`src/rtl/led_pwm_if.sv`:
```
// CSR bridge signals seen by the led_pwm peripheral.
interface led_pwm_if;
  logic [13:0] csr_a;
  logic        csr_we;
  logic [31:0] csr_di;
  logic [31:0] csr_do;

  modport master (output csr_a, output csr_we, output csr_di, input csr_do);
  modport slave  (input csr_a, input csr_we, input csr_di, output csr_do);
endinterface

```
`src/rtl/led_pwm.sv`:
```
// 8-channel LED PWM on the CSR bridge; duty and period are double-buffered per PWM period.
// Define LED_PWM_FADE_EN to step each duty shadow by +-1 per wrap instead of loading it.
module led_pwm #(
  parameter logic [3:0] csr_addr = 4'h4
) (
  input  logic       sys_clk,
  input  logic       sys_rst,
  led_pwm_if.slave   csr,
  output logic [7:0] pwm_out
);
  localparam int unsigned NCH = 8;
  localparam int unsigned DW  = 8;
  localparam int unsigned PW  = 16;
  localparam int unsigned RW  = 32;

  logic [1:0]             ctrl_q, ctrl_d;
  logic [PW-1:0]          prescale_q, prescale_d;
  logic [PW-1:0]          pre_cnt_q, pre_cnt_d;
  logic [DW-1:0]          period_q, period_d;
  logic [DW-1:0]          per_sh_q, per_sh_d;
  logic [DW-1:0]          per_cnt_q, per_cnt_d;
  logic [RW-1:0]          wraps_q, wraps_d;
  logic [RW-1:0]          csr_do_q, csr_do_d;
  logic [NCH-1:0][DW-1:0] duty_q, duty_d;
  logic [NCH-1:0][DW-1:0] duty_sh_q, duty_sh_d;
  logic [NCH-1:0]         pwm_out_q, pwm_out_d;
  logic [NCH-1:0]         active_c;

  logic       sel_c, wr_c, en_rise_c, tick_c, wrap_c;
  logic [3:0] off_c;
  logic       unused_c;

  assign off_c     = csr.csr_a[3:0];
  assign sel_c     = (csr.csr_a[13:10] == csr_addr);
  assign wr_c      = sel_c && csr.csr_we;
  assign en_rise_c = wr_c && (off_c == 4'd0) && csr.csr_di[0] && !ctrl_q[0];
  // >= keeps the prescaler from running away if PRESCALE is lowered mid-count
  assign tick_c    = (pre_cnt_q >= prescale_q);
  assign wrap_c    = tick_c && (per_cnt_q >= per_sh_q);
  assign unused_c  = ^{csr.csr_a[9:4], csr.csr_di[31:16]};

  // Programmer-visible registers
  always_comb begin
    ctrl_d     = ctrl_q;
    prescale_d = prescale_q;
    period_d   = period_q;
    duty_d     = duty_q;
    if (wr_c) begin
      case (off_c)
        4'd0:    ctrl_d     = csr.csr_di[1:0];
        4'd1:    prescale_d = csr.csr_di[PW-1:0];
        4'd2:    period_d   = csr.csr_di[DW-1:0];
        default: if (off_c[3]) duty_d[off_c[2:0]] = csr.csr_di[DW-1:0];
      endcase
    end
  end

  // Prescaler, period counter, shadow reload and wrap count
  always_comb begin
    pre_cnt_d = pre_cnt_q;
    per_cnt_d = per_cnt_q;
    per_sh_d  = per_sh_q;
    duty_sh_d = duty_sh_q;
    wraps_d   = wraps_q;
    if (en_rise_c) begin
      pre_cnt_d = '0;
      per_cnt_d = '0;
      per_sh_d  = period_q;
      duty_sh_d = duty_q;
    end else if (ctrl_q[0]) begin
      if (!tick_c) begin
        pre_cnt_d = pre_cnt_q + PW'(1);
      end else begin
        pre_cnt_d = '0;
        if (!wrap_c) begin
          per_cnt_d = per_cnt_q + DW'(1);
        end else begin
          per_cnt_d = '0;
          per_sh_d  = period_q;
          wraps_d   = wraps_q + RW'(1);
          for (int n = 0; n < NCH; n++) begin
`ifdef LED_PWM_FADE_EN
            if (duty_sh_q[n] < duty_q[n])      duty_sh_d[n] = duty_sh_q[n] + DW'(1);
            else if (duty_sh_q[n] > duty_q[n]) duty_sh_d[n] = duty_sh_q[n] - DW'(1);
`else
            duty_sh_d[n] = duty_q[n];
`endif
          end
        end
      end
    end
    // A WRAPS write beats a simultaneous wrap
    if (wr_c && (off_c == 4'd3)) wraps_d = '0;
  end

  // LED drive and read-data mux
  always_comb begin
    active_c = '0;
    for (int n = 0; n < NCH; n++) active_c[n] = (per_cnt_q < duty_sh_q[n]);
    pwm_out_d = ctrl_q[0] ? (active_c ^ {NCH{ctrl_q[1]}}) : {NCH{ctrl_q[1]}};
    csr_do_d  = '0;
    if (sel_c) begin
      case (off_c)
        4'd0:    csr_do_d = RW'(ctrl_q);
        4'd1:    csr_do_d = RW'(prescale_q);
        4'd2:    csr_do_d = RW'(period_q);
        4'd3:    csr_do_d = wraps_q;
        default: if (off_c[3]) csr_do_d = RW'(duty_q[off_c[2:0]]);
      endcase
    end
  end

  always_ff @(posedge sys_clk or posedge sys_rst) begin
    if (sys_rst) begin
      ctrl_q     <= '0;
      prescale_q <= '0;
      period_q   <= 8'hFF;
      wraps_q    <= '0;
      duty_q     <= '0;
      duty_sh_q  <= '0;
      per_sh_q   <= 8'hFF;
      pre_cnt_q  <= '0;
      per_cnt_q  <= '0;
      pwm_out_q  <= '0;
      csr_do_q   <= '0;
    end else begin
      ctrl_q     <= ctrl_d;
      prescale_q <= prescale_d;
      period_q   <= period_d;
      wraps_q    <= wraps_d;
      duty_q     <= duty_d;
      duty_sh_q  <= duty_sh_d;
      per_sh_q   <= per_sh_d;
      pre_cnt_q  <= pre_cnt_d;
      per_cnt_q  <= per_cnt_d;
      pwm_out_q  <= pwm_out_d;
      csr_do_q   <= csr_do_d;
    end
  end

  assign pwm_out    = pwm_out_q;
  assign csr.csr_do = csr_do_q;
endmodule

```
`src/flat_wrapper.sv`:
```
// flat-port wrapper written by rule: the top's interface ports become plain ports
module led_pwm_flat 
#(
  parameter logic [3:0] csr_addr = 4'h4
)
  (sys_clk, sys_rst, pwm_out, csr_csr_a, csr_csr_we, csr_csr_di, csr_csr_do);
  led_pwm_if csr_i ();
  input  logic sys_clk;
  input  logic sys_rst;
  output logic [7:0] pwm_out;
  input wire logic [$bits(csr_i.csr_a)-1:0] csr_csr_a;
  input wire logic [$bits(csr_i.csr_we)-1:0] csr_csr_we;
  input wire logic [$bits(csr_i.csr_di)-1:0] csr_csr_di;
  output wire logic [$bits(csr_i.csr_do)-1:0] csr_csr_do;
  assign csr_i.csr_a = csr_csr_a;
  assign csr_i.csr_we = csr_csr_we;
  assign csr_i.csr_di = csr_csr_di;
  assign csr_csr_do = csr_i.csr_do;
  led_pwm #(.csr_addr(csr_addr)) u_core (.sys_clk(sys_clk), .sys_rst(sys_rst), .csr(csr_i), .pwm_out(pwm_out));
endmodule
```
`config.mk`:
```
export PLATFORM = sky130hd
export DESIGN_NAME = led_pwm_flat
export DESIGN_NICKNAME = d
export VERILOG_FILES = /design/src/rtl/led_pwm_if.sv /design/src/rtl/led_pwm.sv /design/src/flat_wrapper.sv
export SDC_FILE = /design/constraint.sdc
export NUM_CORES = 1
export LEC_CHECK = 0
export ABC_AREA = 0
export BUFFER_PORTS_ARGS = -buffer_cell sky130_fd_sc_hd__buf_4
export CORE_MARGIN = 3
export CORE_UTILIZATION = 55
export CTS_CLUSTER_SIZE = 10
export DETAILED_ROUTE_END_ITERATION = 16
export HOLD_SLACK_MARGIN = 0.06
export PLACE_DENSITY = 0.76
export SKIP_CTS_REPAIR_TIMING = 1
export SLEW_MARGIN = 20
export SYNTH_ARGS = -nofsm -noshare
export SYNTH_HDL_FRONTEND = slang
export SYNTH_SLANG_ARGS = --single-unit
```
`constraint.sdc`:
```
create_clock -name sys_clk -period 7.8 [get_ports sys_clk]
set_input_delay 1.17 -clock sys_clk [delete_from_list [all_inputs] [get_ports sys_clk]]
set_output_delay 1.17 -clock sys_clk [all_outputs]
set_load 0.005 [all_outputs]
```
==> results.txt, run 1 <==
Register clock-pin slew on the reported worst setup and hold paths - 0.06 ns
Routability congestion estimate - 0.841
Area after DPL - 0.0142 mm²
Vias in the first global route - 9,640
CTS sink count - 258
Hold Crit Start - u_core.duty_sh_q[53]$_DFFE_PP0P_
Setup TNS - 0 ns
Die height - 163 µm
Actual slew at the worst max-slew pin - 1.14 ns
FP Rows - 56
Relative slew slack - 23.7%
Final period utilization - 51.9%
Post-synthesis register bit count - 258
Area Overhead vs Synth - 12.1%
FF-to-FF setup slack - 3.75 ns
CP arrival - 4.47 ns
First drt pass iteration count - 5
Skew-Pair Late Insertion Delay - 0.55 ns
Worst setup startpoint - u_core.per_cnt_q[0]$_DFFE_PP0P_
Die area - 0.0265 mm²
DRC violations left - 0
DIE WIDTH - 163 µm
Pwr Density - 242 mW/mm²
Initial core utilization - 56.8%
RSZ-0062 raised after global routing - false
Worst EP required - 8.23 ns
GRT Max-Usage Layer - met2
Layout cells sized above 1 - 20.6%
Maxcap violations - 0
Multi-input logic area - 0.00643 mm²
NumNets Final - 1,363
Pwr Total - 3.67 mW
Root buf cell - clkbuf_16
Post-synthesis instance area - 0.0135 mm²
Final wirelength - 30.7 mm
Total track usage - 23.6%
Initial antenna violation count - 0
Sequential share of the synthesized area - 47.8%
Type of origin of the critical path - flop
Total CTS buffers - 31
Via/cell ratio - 5.99
# fillers - 1,866
Pleak - 7.01 nW
Top-area cell type share of the netlist area - 44.7%
Clk_skew - 0.0165 ns
Clock period minus worst slack - 4.05 ns
Wirelength per Cell - 19.5 µm
First-pass GRT wire length - 50.2 mm
GR Util met1 - 31.5%
Grt met3 use - 3.51%
Fmax achieved - 247 MHz
Synth top cells by count - dfrtp_1, mux2_2, inv_1, ha_1, mux2_1
Design area - 0.0152 mm²
Post-DP HPWL - 20.1 mm
Placed Cells - 1,516
Final Non-Filler Cells - 1,575
Hold slack - 0.489 ns
Syn avg cell area - 11.5 µm²
Endpoint class of the critical path - flop
Fin. max-slew vios - 0
Syn Inst Count - 1,179
Port Buf Inserts - 66
H-tree depth - 1
Largest net degree at the start of global routing - 180
GRT overflow - 0
YS warnings - 0
Final setup vio count - 0
Routed Antenna Nets - 0
CTS tree - done
Post-synth top area cell - dfrtp_1
Critical path peak fanout - 72
Sequential Area - 0.00648 mm²
Fin. Hold Viols - 0
Mapped Nets - 1,311
DRC marker count from the first detailed-route iteration - 656
Routed vias - 9,435
I/O pin count - 89
CTS max path bufs - 3
Synth unique cells - 61
HP Class - reg2reg
GRT met2 Usage - 39.7%
Top_reg_cell synth - dfrtp_1
Synth area leaders - dfrtp_1, mux2_2, ha_1
Status - finished clean
WS Path Type - reg2reg
Worst reg2reg startpoint - u_core.per_cnt_q[0]$_DFFE_PP0P_
Ant. Diodes - 0
Most frequent cell after synthesis - dfrtp_1
EDFF count, synth - 0
Synth async-reset ratio - 100%
Worst VDD drop - 0.000202 V
Core area - 0.0238 mm²
-- worst paths after layout --
path | depth (start not counted) | endpoint
hold reg to reg | 1 | u_core.duty_sh_q[53]$_DFFE_PP0P_
max in group asynchronous | 5 | u_core.wraps_q[19]$_DFFE_PP0P_
setup / recovery | 10 | u_core.duty_sh_q[35]$_DFFE_PP0P_
hold / removal | 1 | u_core.duty_sh_q[53]$_DFFE_PP0P_
min in group asynchronous | 3 | u_core.pwm_out[7]$_DFF_PP0_
setup reg to reg | 10 | u_core.duty_sh_q[35]$_DFFE_PP0P_
-- sequential cells by signal, indices dropped and copies added (netlist names) --
name and flops:
u_core.csr.csr_do 32, u_core.ctrl_q 2, u_core.duty_q 64, u_core.duty_sh_q 64
u_core.per_cnt_q 8, u_core.per_sh_q 8, u_core.period_q 8, u_core.pre_cnt_q 16
u_core.prescale_q 16, u_core.pwm_out 8, u_core.wraps_q 32
-- layer usage --
layer  part of all wire (%)  vias to the layer above
met5                      0                        -
met2                     49                      231
met3                    4.4                       80
met1                     43                     4722
li1                       -                     4402
met4                    3.8                        0
-- placed cells by master, fill, tap and decap left out, types with 5 or more instances in the layout --
cell | synthesis | final
a22oi_1 | 10 | 10
nand2b_1 | 18 | 18
dfrtp_1 | 242 | 242
mux4_2 | 14 | 14
or3_1 | 15 | 15
o31ai_1 | 14 | 14
or3b_1 | 6 | 6
mux2_2 | 97 | 97
nor3_1 | 14 | 14
mux2_1 | 69 | 69
a211oi_1 | 18 | 18
a21o_1 | 19 | 19
buf_4 | 1 | 73
a31oi_1 | 11 | 11
o21ai_0 | 42 | 42
and4_1 | 5 | 5
clkbuf_16 | 0 | 31
ha_1 | 83 | 83
and2_1 | 16 | 16
nor2_1 | 42 | 41
a21oi_1 | 44 | 44
clkbuf_1 | 27 | 20
nand2_1 | 57 | 57
and3_1 | 12 | 12
nand4_1 | 20 | 20
or4_1 | 14 | 14
mux2i_1 | 26 | 26
o211ai_1 | 13 | 13
nand3_1 | 37 | 37
inv_1 | 88 | 87
a22o_1 | 15 | 15
dfstp_2 | 16 | 16
-- cell type report --
cell class,instances,area share [%]
sequential,258,42.7
inverter,88,2.20
tap,319,2.63
multi-input combinational,777,42.4
clock buffer,55,5.97
clock inverter,3,0.157
timing repair buffer,75,3.93
-- critical path, cell delays in order, from the launching register on --
cell	delay [ns]
dfrtp_1	0.61
inv_1	0.09
ha_1	0.29
nand2b_1	0.14
a2111oi_0	0.42
o31ai_1	0.28
o311ai_4	0.15
buf_4	0.48
o21a_4	0.20
buf_4	0.79
mux2_1	0.40
-- kinds of logic after synthesis --
logic type,after synthesis,share of synthesized area [%]
AO/OA/AOI/OAI,206,10.1
XOR/XNOR,3,0.194
adder cells (fa/ha/maj),83,7.67
buffers and inverters,144,4.80
flip-flops,258,47.8
multiplexers,206,18.1
AND/OR/NAND/NOR,279,11.3
-- report_power, final --
part / switching [mW] / internal, mW / total (mW) / leakage, nW
combinational: 0.397 / 0.292 / 0.688 / 3.21
sequential: 0.180 / 1.49 / 1.67 / 3.36
clock: 0.536 / 0.777 / 1.31 / 0.439
total: 1.11 / 2.56 / 3.67 / 7.01
-- per-stage QoR --
stage / setup WS [ns] / utilization [%]
6_report: 3.75 / 63.7
3_5_place_dp: 3.75 / 59.6
5_1_grt: 3.42 / 63.7
4_1_cts: 3.74 / 63.6
2_1_floorplan: 3.24 / -
3_3_place_gp: 3.84 / 59.6
Power figures use the tool's default switching activity.
==> inputs of run 2 (changes only) <==
PLACE_DENSITY = 0.73   (was 0.76)
clock period = 4.2 ns   (was 7.8 ns; I/O delays follow)
==> run 2 against run 1 <==
  * Final cell count increased by 0.25%
  * Final area up 0.17%
  * Wire length rose by 0.63%
  * Via count decreased by 0.61%
  * Global-route usage grew 0.12 points
  * Sequential power up 86%
  * Flip-flop and latch count is the same
  * Critical path type unchanged
  * Largest power group unchanged
==> results.txt, run 2 (synthesis gave the netlist of run 1 again) <==
Initial core utilization - 56.8% (unchanged)
NumNets Final - 1,368 (+0.37%)
Die height - 163 µm (unchanged)
Power Internal - 4.72 mW (+84%)
First drt pass iteration count - 5 (unchanged)
Final setup vio count - 0 (unchanged)
Pleak - 7.03 nW (+0.29%)
Fin. max-slew vios - 0 (unchanged)
Most common cell after layout, fill and taps aside - dfrtp_1
Largest net degree at the start of global routing - 89 (-51%)
Actual slew at the worst max-slew pin - 0.944 ns (-0.200 ns)
Pwr Density - 446 mW/mm² (+84%)
Flop pwr share - 45.9% (+0.4 points)
DIE WIDTH - 163 µm (unchanged)
Clock period minus worst slack - 3.38 ns (-0.663 ns)
Routed vias - 9,377 (-0.61%)
Via/cell ratio - 5.94 (-0.87%)
Type of origin of the critical path - flop
HP Class - in2reg
Maxcap violations - 0 (unchanged)
Area Overhead vs Synth - 12.2%
Setup TNS - 0 ns (unchanged)
Top flop regs - u_core.duty_q x64, u_core.duty_sh_q x64
DRC marker count from the first detailed-route iteration - 721 (+9.9%)
Endpoint class of the critical path - flop
Clk_skew - 0.0108 ns (-0.00571 ns)
Area after DPL - 0.0143 mm² (+0.49%)
FP Rows - 56 (unchanged)
CTS sink count - 258 (unchanged)
# fillers - 1,848 (-0.96%)
Gate power share - 18.9% (+0.2 points)
Initial antenna violation count - 1 (+1)
Final wirelength - 30.9 mm (+0.63%)
Routed Antenna Nets - 0 (unchanged)
Port Buf Inserts - 66 (unchanged)
CP peak stage delay - 0.76 ns (-0.03 ns)
I/O pin count - 89 (unchanged)
Clk pwr share - 35.1% (-0.6 points)
Fin. Hold Viols - 0 (unchanged)
Root buf cell - clkbuf_16
RSZ-0062 raised after global routing - false
DRC violations left - 0 (unchanged)
Final Non-Filler Cells - 1,579 (+0.25%)
Wirelength per Cell - 19.6 µm (+0.37%)
Layout cells sized above 1 - 20.6% (about the same)
Net Sw Power - 2.06 mW (+85%)
CP max-delay cell - o31ai_1
Placed Cells - 1,522 (+0.40%)
CP arrival - 3.85 ns (-0.62 ns)
Worst VDD drop - 0.000306 V (+52%)
Status - finished clean
CTS tree - done
CTS max path bufs - 3 (unchanged)
Fmax achieved - 296 MHz (+20%)
Vias in the first global route - 9,325 (-3.3%)
Total track usage - 23.8% (+0.12 points)
Critical path peak fanout - 59 (-18%)
Sw frac - 30.4% (+0.072 points)
Total CTS buffers - 30 (-3.2%)
Skew-Pair Late Insertion Delay - 0.54 ns (about the same)
Post-DP HPWL - 20.8 mm (+3.4%)
GRT overflow - 0 (unchanged)
Cell chain of the critical path - inv_1, ha_1, nand2b_1, a2111oi_0, o31ai_1, o311ai_4, buf_4, or4_1, a21oi_1
Register clock-pin slew on the reported worst setup and hold paths - 0.06 ns (about the same)
Most frequent cells in the layout - dfrtp_1, mux2_2, inv_1, ha_1, buf_4
Ant. Diodes - 0 (unchanged)
H-tree depth - 1 (unchanged)
Design area - 0.0152 mm² (+0.17%)
Core area - 0.0238 mm² (unchanged)
Worst EP required - 4.67 ns (-3.56 ns)
Routability congestion estimate - 0.815 (-3.1%)
Die area - 0.0265 mm² (unchanged)
Final period utilization - 80.6% (+29 points)
WS Path Type - reg2reg
Relative slew slack - 36.7% (+13 points)
First-pass GRT wire length - 50.4 mm (+0.39%)
==> run 2: changes by cell type in the layout (fill, tap and decap cells not counted), moves of 2 or more <==
cell,change
buf_4,+4
buf_12,+2
clkbuf_8,-2
clkbuf_1,+2
==> run 2: routing by layer <==
| metal | share of wire (%) | GRT usage (%) | up-vias |
|---|---|---|---|
| met4 | 2.4 | 6.50 | 2 |
| li1 | - | - | 4433 |
| met1 | 45 | 33.3 | 4701 |
| met2 | 49 | 39.0 | 186 |
| met3 | 4.2 | 3.38 | 55 |
| met5 | 0.042 | 0 | - |
==> run 2: final cells by class <==
class,count,area (µm²),area share (%)
clock inverters,1,7.51,0.0494
clock buffers,55,886,5.83
repair buffers,81,648,4.27
inverters,88,334,2.20
well taps,319,399,2.63
flip-flops and latches,258,6480,42.6
multi-input cells,777,6440,42.4
==> run 2: final timing paths <==
kind / depth (start not counted) / endpoint / slack, ns / startpoint
max: 9 / u_core.wraps_q[30]$_DFFE_PP0P_ / 0.82 / u_core.per_cnt_q[0]$_DFFE_PP0P_
min in group asynchronous: 3 / u_core.duty_sh_q[15]$_DFFE_PP0P_ / 0.60 / sys_rst
max reg2reg: 9 / u_core.wraps_q[30]$_DFFE_PP0P_ / 0.82 / u_core.per_cnt_q[0]$_DFFE_PP0P_
max in group asynchronous: 4 / u_core.duty_sh_q[50]$_DFFE_PP0P_ / 2.61 / sys_rst
min reg2reg: 1 / u_core.duty_sh_q[1]$_DFFE_PP0P_ / 0.49 / u_core.duty_sh_q[1]$_DFFE_PP0P_
min: 2 / u_core.prescale_q[13]$_DFFE_PP0P_ / 0.32 / csr_csr_di[13]
==> run 2: power by group through the flow <==
| stage | logic (mW) | clock network [mW] | registers [mW] |
|---|---|---|---|
| after floorplan | 0.987 | 0 | 3.03 |
| after global placement | 1.23 | 0 | 3.13 |
| after detailed placement | 1.28 | 0 | 3.14 |
| after CTS | 1.29 | 2.42 | 3.10 |
| after global routing | 1.45 | 2.53 | 3.16 |
| final | 1.28 | 2.38 | 3.11 |
==> run 2: stage by stage <==
step	power [mW]	utilization [%]	hold WS [ns]	setup WS [ns]
floorplan	4.01	-	0.464	0.183
global placement	4.36	59.9	0.474	0.933
detailed placement	4.42	59.9	0.481	0.865
CTS	6.81	63.7	0.0383	0.839
global route	7.14	63.8	0.318	0.653
finish	6.78	63.8	0.320	0.816
==> run 2: critical path: cells and delay by family, from the launching register on <==
family                   cells  cell delay, ns
AND/OR/NAND/NOR              2            0.65
adder cells (fa/ha/maj)      1            0.29
buffers and inverters        2            0.45
AO/OA/AOI/OAI                4            1.25
flip-flops                   1            0.66
